`src/rtl/macc_seq.sv`:
```
// macc_seq: dot-product sequencer around one signed multiply-accumulate path.
//
// A start command carries a beat count. The block then takes that many signed
// (a, b) operand pairs over a valid/ready handshake and accumulates sum(a*b).
// The sum is then offered over a second valid/ready handshake.
//
// Ports:
//   clk        rising-edge clock
//   rst_n      asynchronous active-low reset
//   start      command strobe, sampled only while idle
//   len        unsigned beat count, sampled with start (0 = empty vector)
//   abort      synchronous cancel, highest priority, any state
//   in_valid   operand pair valid
//   in_ready   operand pair accepted when in_valid & in_ready
//   a, b       signed operands
//   res_valid  result valid (held until res_ready)
//   res_ready  consumer accepts result
//   res        signed accumulated result
//   busy       high while running or holding a result
//   stall_cnt  (only with MACC_SEQ_STALL_CNT_EN) RUN cycles with in_valid low,
//              saturating at 16'hFFFF and cleared on each accepted start
//
// Optional feature macro: MACC_SEQ_STALL_CNT_EN

module macc_seq #(
  parameter  int A_WIDTH   = 4,
  parameter  int B_WIDTH   = 3,
  parameter  int LEN_WIDTH = 4,
  localparam int ACC_WIDTH = A_WIDTH + B_WIDTH + LEN_WIDTH
) (
  input  logic                        clk,
  input  logic                        rst_n,
  input  logic                        start,
  input  logic [LEN_WIDTH-1:0]        len,
  input  logic                        abort,
  input  logic                        in_valid,
  output logic                        in_ready,
  input  logic signed [A_WIDTH-1:0]   a,
  input  logic signed [B_WIDTH-1:0]   b,
  output logic                        res_valid,
  input  logic                        res_ready,
  output logic signed [ACC_WIDTH-1:0] res,
  output logic                        busy
`ifdef MACC_SEQ_STALL_CNT_EN
  ,
  output logic [15:0]                 stall_cnt
`endif
);

  typedef enum logic [1:0] {
    S_IDLE = 2'd0,
    S_RUN  = 2'd1,
    S_DONE = 2'd2
  } state_t;

  state_t                       r_state;
  state_t                       w_state_next;
  logic signed [ACC_WIDTH-1:0]  r_acc;
  logic signed [ACC_WIDTH-1:0]  w_acc_next;
  logic [LEN_WIDTH-1:0]         r_cnt;
  logic [LEN_WIDTH-1:0]         w_cnt_next;

  // Both operands are sign-extended to the full accumulator width before the
  // multiply. The low ACC_WIDTH bits of the product are then exact.
  logic signed [ACC_WIDTH-1:0]  w_a_ext;
  logic signed [ACC_WIDTH-1:0]  w_b_ext;
  logic signed [ACC_WIDTH-1:0]  w_prod;

  assign w_a_ext = {{(ACC_WIDTH-A_WIDTH){a[A_WIDTH-1]}}, a};
  assign w_b_ext = {{(ACC_WIDTH-B_WIDTH){b[B_WIDTH-1]}}, b};
  assign w_prod  = w_a_ext * w_b_ext;

  always_ff @(posedge clk or negedge rst_n) begin
    if (!rst_n) begin
      r_state <= S_IDLE;
      r_acc   <= '0;
      r_cnt   <= '0;
    end else begin
      r_state <= w_state_next;
      r_acc   <= w_acc_next;
      r_cnt   <= w_cnt_next;
    end
  end

  always_comb begin
    w_state_next = r_state;
    w_acc_next   = r_acc;
    w_cnt_next   = r_cnt;
    if (abort) begin
      // Cancel wins over everything, including a beat presented this cycle.
      w_state_next = S_IDLE;
      w_acc_next   = '0;
      w_cnt_next   = '0;
    end else begin
      case (r_state)
        S_IDLE: begin
          if (start) begin
            w_acc_next = '0;
            if (len != '0) begin
              w_cnt_next   = len;
              w_state_next = S_RUN;
            end else begin
              w_state_next = S_DONE;
            end
          end
        end
        S_RUN: begin
          if (in_valid) begin
            w_acc_next = r_acc + w_prod;
            w_cnt_next = r_cnt - LEN_WIDTH'(1);
            if (r_cnt == LEN_WIDTH'(1)) begin
              w_state_next = S_DONE;
            end
          end
        end
        S_DONE: begin
          if (res_ready) begin
            w_state_next = S_IDLE;
          end
        end
        default: begin
          w_state_next = S_IDLE;
        end
      endcase
    end
  end

  // The result comes straight from the accumulator register. It only changes
  // on beats, so it is stable for as long as the result is held.
  assign in_ready  = (r_state == S_RUN);
  assign res_valid = (r_state == S_DONE);
  assign res       = r_acc;
  assign busy      = (r_state != S_IDLE);

`ifdef MACC_SEQ_STALL_CNT_EN
  logic        r_stall_cnt;
  logic [15:0] r_stall_val;
  logic        w_start_accept;

  assign w_start_accept = (r_state == S_IDLE) && start && !abort;

  always_ff @(posedge clk or negedge rst_n) begin
    if (!rst_n) begin
      r_stall_val <= '0;
    end else if (w_start_accept) begin
      r_stall_val <= '0;
    end else if ((r_state == S_RUN) && !in_valid && (r_stall_val != 16'hFFFF)) begin
      r_stall_val <= r_stall_val + 16'd1;
    end
  end

  assign r_stall_cnt = 1'b0;
  assign stall_cnt   = r_stall_val;
`endif

endmodule
```
`config.mk`:
```
export PLATFORM = sky130hd
export DESIGN_NAME = macc_seq
export DESIGN_NICKNAME = d
export VERILOG_FILES = /design/src/rtl/macc_seq.sv
export SDC_FILE = /design/constraint.sdc
export NUM_CORES = 1
export LEC_CHECK = 0
export CAP_MARGIN = 25
export CORE_MARGIN = 2
export CORE_UTILIZATION = 49
export DETAILED_ROUTE_END_ITERATION = 8
export MAX_ROUTING_LAYER = met4
export PLACE_DENSITY = 0.81
export SYNTH_ARGS = -nofsm -noshare
export SYNTH_HDL_FRONTEND = slang
export SYNTH_SLANG_ARGS = --single-unit
```
`constraint.sdc`:
```
create_clock -name clk -period 4.6 [get_ports clk]
set_input_delay 1.38 -clock clk [delete_from_list [all_inputs] [get_ports clk]]
set_output_delay 1.38 -clock clk [all_outputs]
set_load 0.03 [all_outputs]
```
== Word-level counts from Yosys, hierarchy flattened ==
Cells that the tools add are included.
Operators by class
  reduce and logical (&&, ||, !) cells: 7
  add/subtract/negate cells: 2
  mux-type cells: 16
  equal/unequal tests: 8
  multiply operators: 1
Operators by type and width (number)
  $mux 11: 3
  $pmux 11 s2: 1
  $mux 4: 4
  $mux 2: 6
  $add 11x7->11: 1
  $ne 3x3->1 const B: 3
  $pmux 4 s2: 1
  $reduce_and 4->1: 2
  $mul 4x3->7: 1
  $ne 3x2->1 const B: 2
  $pmux 2 s3: 1
  $eq 4x1->1 const B: 1
  $reduce_bool 4->1: 1
  $sub 4x1->4 const B: 1
  $reduce_and 3->1: 1
  $reduce_bool 3->1: 1
  $eq 2x1->1 const B: 1
  $eq 2x2->1 const B: 1
  $logic_not 2->1: 1
  $reduce_bool 2->1: 1
Storage, ports and cells
  input bits: 17
  register bits: 17
  word-level logic and storage cells: 37

== Depth between registers and ports, before layout ==
  depth after elaboration: 5
  mapped depth: 14

== Worst setup path after synthesis ==
No wires, ideal clock.
  path kind: input to register
  from: input a[0]
  to: register r_acc[10] (netlist: res[10])
  path buffers: 0
  arrival time: 4.420 ns
  stages on the path: 13
  required time: 4.467 ns
  slack: 0.047 ns
  path through: nand2b_1 > fa_1 > fa_1 > fa_1 > inv_1 > ha_1 > inv_1 > fa_1 > nand2b_1 > a21o_1 > a21oi_1 > mux2i_1 > o211ai_1
On the way
  cells in the longest elaborated chain, start to end: 5
Ends and longest elaborated chain
  from (decl): line 38  | input logic signed [A_WIDTH-1:0] a,
  $mul 4x3->7: line 71  | assign w_prod = w_a_ext * w_b_ext;
  $add 11x7->11: line 109  | w_acc_next = r_acc + w_prod;
  $mux 11: line 108  | if (in_valid) begin
  $pmux 11 s2: line 95  | case (r_state)
  $mux 11: line 89  | if (abort) begin
  to (signal assigned): line 80  | r_acc <= w_acc_next;
  to (decl): line 58  | logic signed [ACC_WIDTH-1:0] r_acc;
No other way between the ends. The select of a mux whose other input is x is not followed.
A chain may end at the register's enable or synchronous reset.

== Final worst setup path ==
Same ends and word-level chain as after synthesis.

==> flow_summary.toml <==
[worst_setup_path]
critPathMostFrequentCell = "fa_1"
cp_max_fo = 2
crit_path_max_incr_delay_ns = 0.51
start_kind = "input port"
crit_type = "in2reg"
required_ns = 4.79
worstPathArrival_ns = 4.67
slowest_stage = "fa_1"
cp_cell_sequence = "dlygate4sd2_1 -> nand2b_4 -> fa_1 -> fa_1 -> fa_1 -> inv_1 -> ha_2 -> inv_1 -> fa_2 -> nand2b_4 -> a21o_1 -> a21oi_2 -> mux2i_1 -> o211ai_1"
cp-end-kind = "flip-flop"

[synth]
synth_area_um2 = 1790
yosys_warnings = 0
synthTopCellsByArea = "dfrtp_1 24%, ha_1 16%, fa_1 15%"
synth_cell_types = 38
synth_top_area_cell = "dfrtp_1"
yosys_most_used_dff = "dfrtp_1"
synth_commonest_cells = "28 x inv_1, 23 x ha_1, 18 x nand2_1, 17 x dfrtp_1, 13 x fa_1"
syn_inst = 198
synth.avg_cell_area_um2 = 9.03
synth-async-reset-ratio_pct = 100
synth_seq_cells = 17
yosysTopAreaCellShare_pct = 23.8
synth_edf_count = 0
yosysSeqAreaShare_pct = 23.8
synth_fp_nets = 251
yosysMostFrequentCell = "inv_1"

[clock_tree]
clkLatencyLatePin_ns = 0.30
post_cts_buffers = 0
clock_path_buffers = 2
hold_buffers = 0
root_buffer = "clkbuf_4"
cts.sinks = 17
cts_inserted_buffers = 3
tritoncts = "yes"
cts.clk_slew.worst_paths_ns = 0.11
htree_levels = 1

[die]
die_h_um = 64.4
design.core.area_um2 = 3420
die_area_um2 = 4150
start_util_pct = 52.3
placement_rows = 21
die-width_um = 64.4
io_pins = 31

[power]
p_leak_nw = 1.12
p_per_area_nw_per_um2 = 410
vdd_drop_max_uv = 384

[placed_design]
place_inst = 291
portBuffers = 30
dp_hpwl_um = 3000
gp_congestion = 0.801

[timing]
report.final.slew_viol_count = 0
period_share_pct = 97.5
min_period_ns = 4.49
tightest_slew_ns = 0.854
final-setup-viol-count = 0
hold_slack_ns = 0.521
timing.fmax_ghz = 0.223
rsz0062_at_grt = "no"
max_slew_margin_pct = 42.9
timing.final.hold_violations = 0
fin_skew_ns = 0.00164

[routing]
vias = 1522
route.detailed.drc = 0
routed_via_density = 5.16
wl_um = 3710
drt_first_pass_iters = 4
drtIter0Drc = 46
drtAntennaViolNets = 0
detail_route.wl_per_cell_um = 12.6

[global_route]
antenna_found_initial = 0
grt_max_degree = 18
grt_first_pass_wirelength_um = 6400
grt_pass1_vias = 1512
grt-ovfl-total = 0
grt_usage_pct = 20.1

[layout]
drive_gt1_share_pct = 16.1
instances_no_fill = 295
fin_nets = 303
final_util_pct = 68.6
syn_to_final_growth_pct = 31.1
antennaDiodeCount = 0

[run_status]
status = "complete, no violations"

[job]
drv_cap = 0

[min_path]
hold_path.class = "reg2reg"
[sequential cells by signal, indices dropped and copies added, names as in the netlist]
register	cells
r_cnt	4
r_state	2
res	11
[per-layer routing]
| metal | wire (µm) | GRT usage (%) | vias up |
|---|---|---|---|
| li1 | - | - | 763 |
| met1 | 1640 | 23.9 | 718 |
| met2 | 1860 | 36.5 | 36 |
| met3 | 159 | 2.29 | 5 |
| met4 | 40 | 4.79 | 0 |
| met5 | 0 | - | - |
[where the power goes]
group	internal, W	leakage (nW)	switching (W)	total (W)
clock	0.0000324	0.0177	0.0000544	0.0000869
combinational	0.000302	0.877	0.000336	0.000638
sequential	0.000188	0.230	0.0000486	0.000236
total	0.000522	1.12	0.000439	0.000961
[cells in the final DEF (no fill, tap or decap), types with 3 or more instances in the layout]
cell             instances
fa_1                    12
nor2_1                  11
a21oi_1                  6
ha_1                    21
a22o_1                   3
buf_4                   22
nand2_1                 18
o211ai_1                 4
dfrtp_1                 17
clkdlybuf4s50_1         24
a21o_1                   3
dlygate4sd2_1            6
o21bai_1                 3
inv_1                   28
xor2_1                   8
o21ai_0                 12
and2_1                   6
clkbuf_4                 3
nor3_1                  10
[cell type report]
type | count | area, µm²
tap | 46 | 57.6
inverter | 29 | 109
sequential | 17 | 425
multi-input combinational | 147 | 1270
clock buffer | 3 | 22.5
timing repair buffer | 52 | 458
clock inverter | 1 | 5.00
fill | 281 | 1070
[path summary, 6_finish.rpt]
path / startpoint / end / slack (ns) / cells past startpoint
setup / recovery: a[0] / res[10] / 0.11 / 14
hold / removal: res[9] / res[9] / 0.52 / 2
setup reg to reg: res[1] / res[10] / 1.84 / 12
hold reg to reg: res[9] / res[9] / 0.52 / 2
max in group asynchronous: rst_n / r_cnt[1] / 2.58 / 1
min in group asynchronous: rst_n / r_state[0] / 1.53 / 1
[per-stage QoR]
stage	power (W)	setup TNS (ns)	worst slack [ns]	instance area (µm²)
final	0.000961	0	0.114	2340
after global routing	0.00105	0	0.00114	2340
after floorplan	0.000635	0	0.0468	1790
after detailed placement	0.000860	-1.96	-0.576	2290
after global placement	0.000842	-1.58	-0.486	2290
after CTS	0.000952	0	0.0955	2330
[worst max-delay path: cells and delay by family]
family	cells	cell delay (ns)
AOI/OAI and AO/OA	3	0.48
adders and majority gates	5	1.95
buffers and inverters	3	0.37
muxes	1	0.20
and+or+nand+nor	2	0.29
[repair_timing]
item	4_1_cts	5_1_grt
endpoints found under the setup margin	2	1
pin swaps	10	0
gates cloned	0	0
gates resized for setup	11	1
[kinds of logic (layout without fill, tap and decap cells)]
logic type / Yosys count / after routing / share of synthesized area (%)
AO/OA/AOI/OAI: 39 / 39 / 15.0
XOR/XNOR: 9 / 9 / 4.41
adder cells (fa/ha/maj): 36 / 36 / 30.7
buffers and inverters: 34 / 85 / 7.42
flip-flops: 17 / 17 / 23.8
multiplexers: 2 / 2 / 1.19
AND/OR/NAND/NOR: 61 / 61 / 17.6
(Power assumes the default switching activity.)
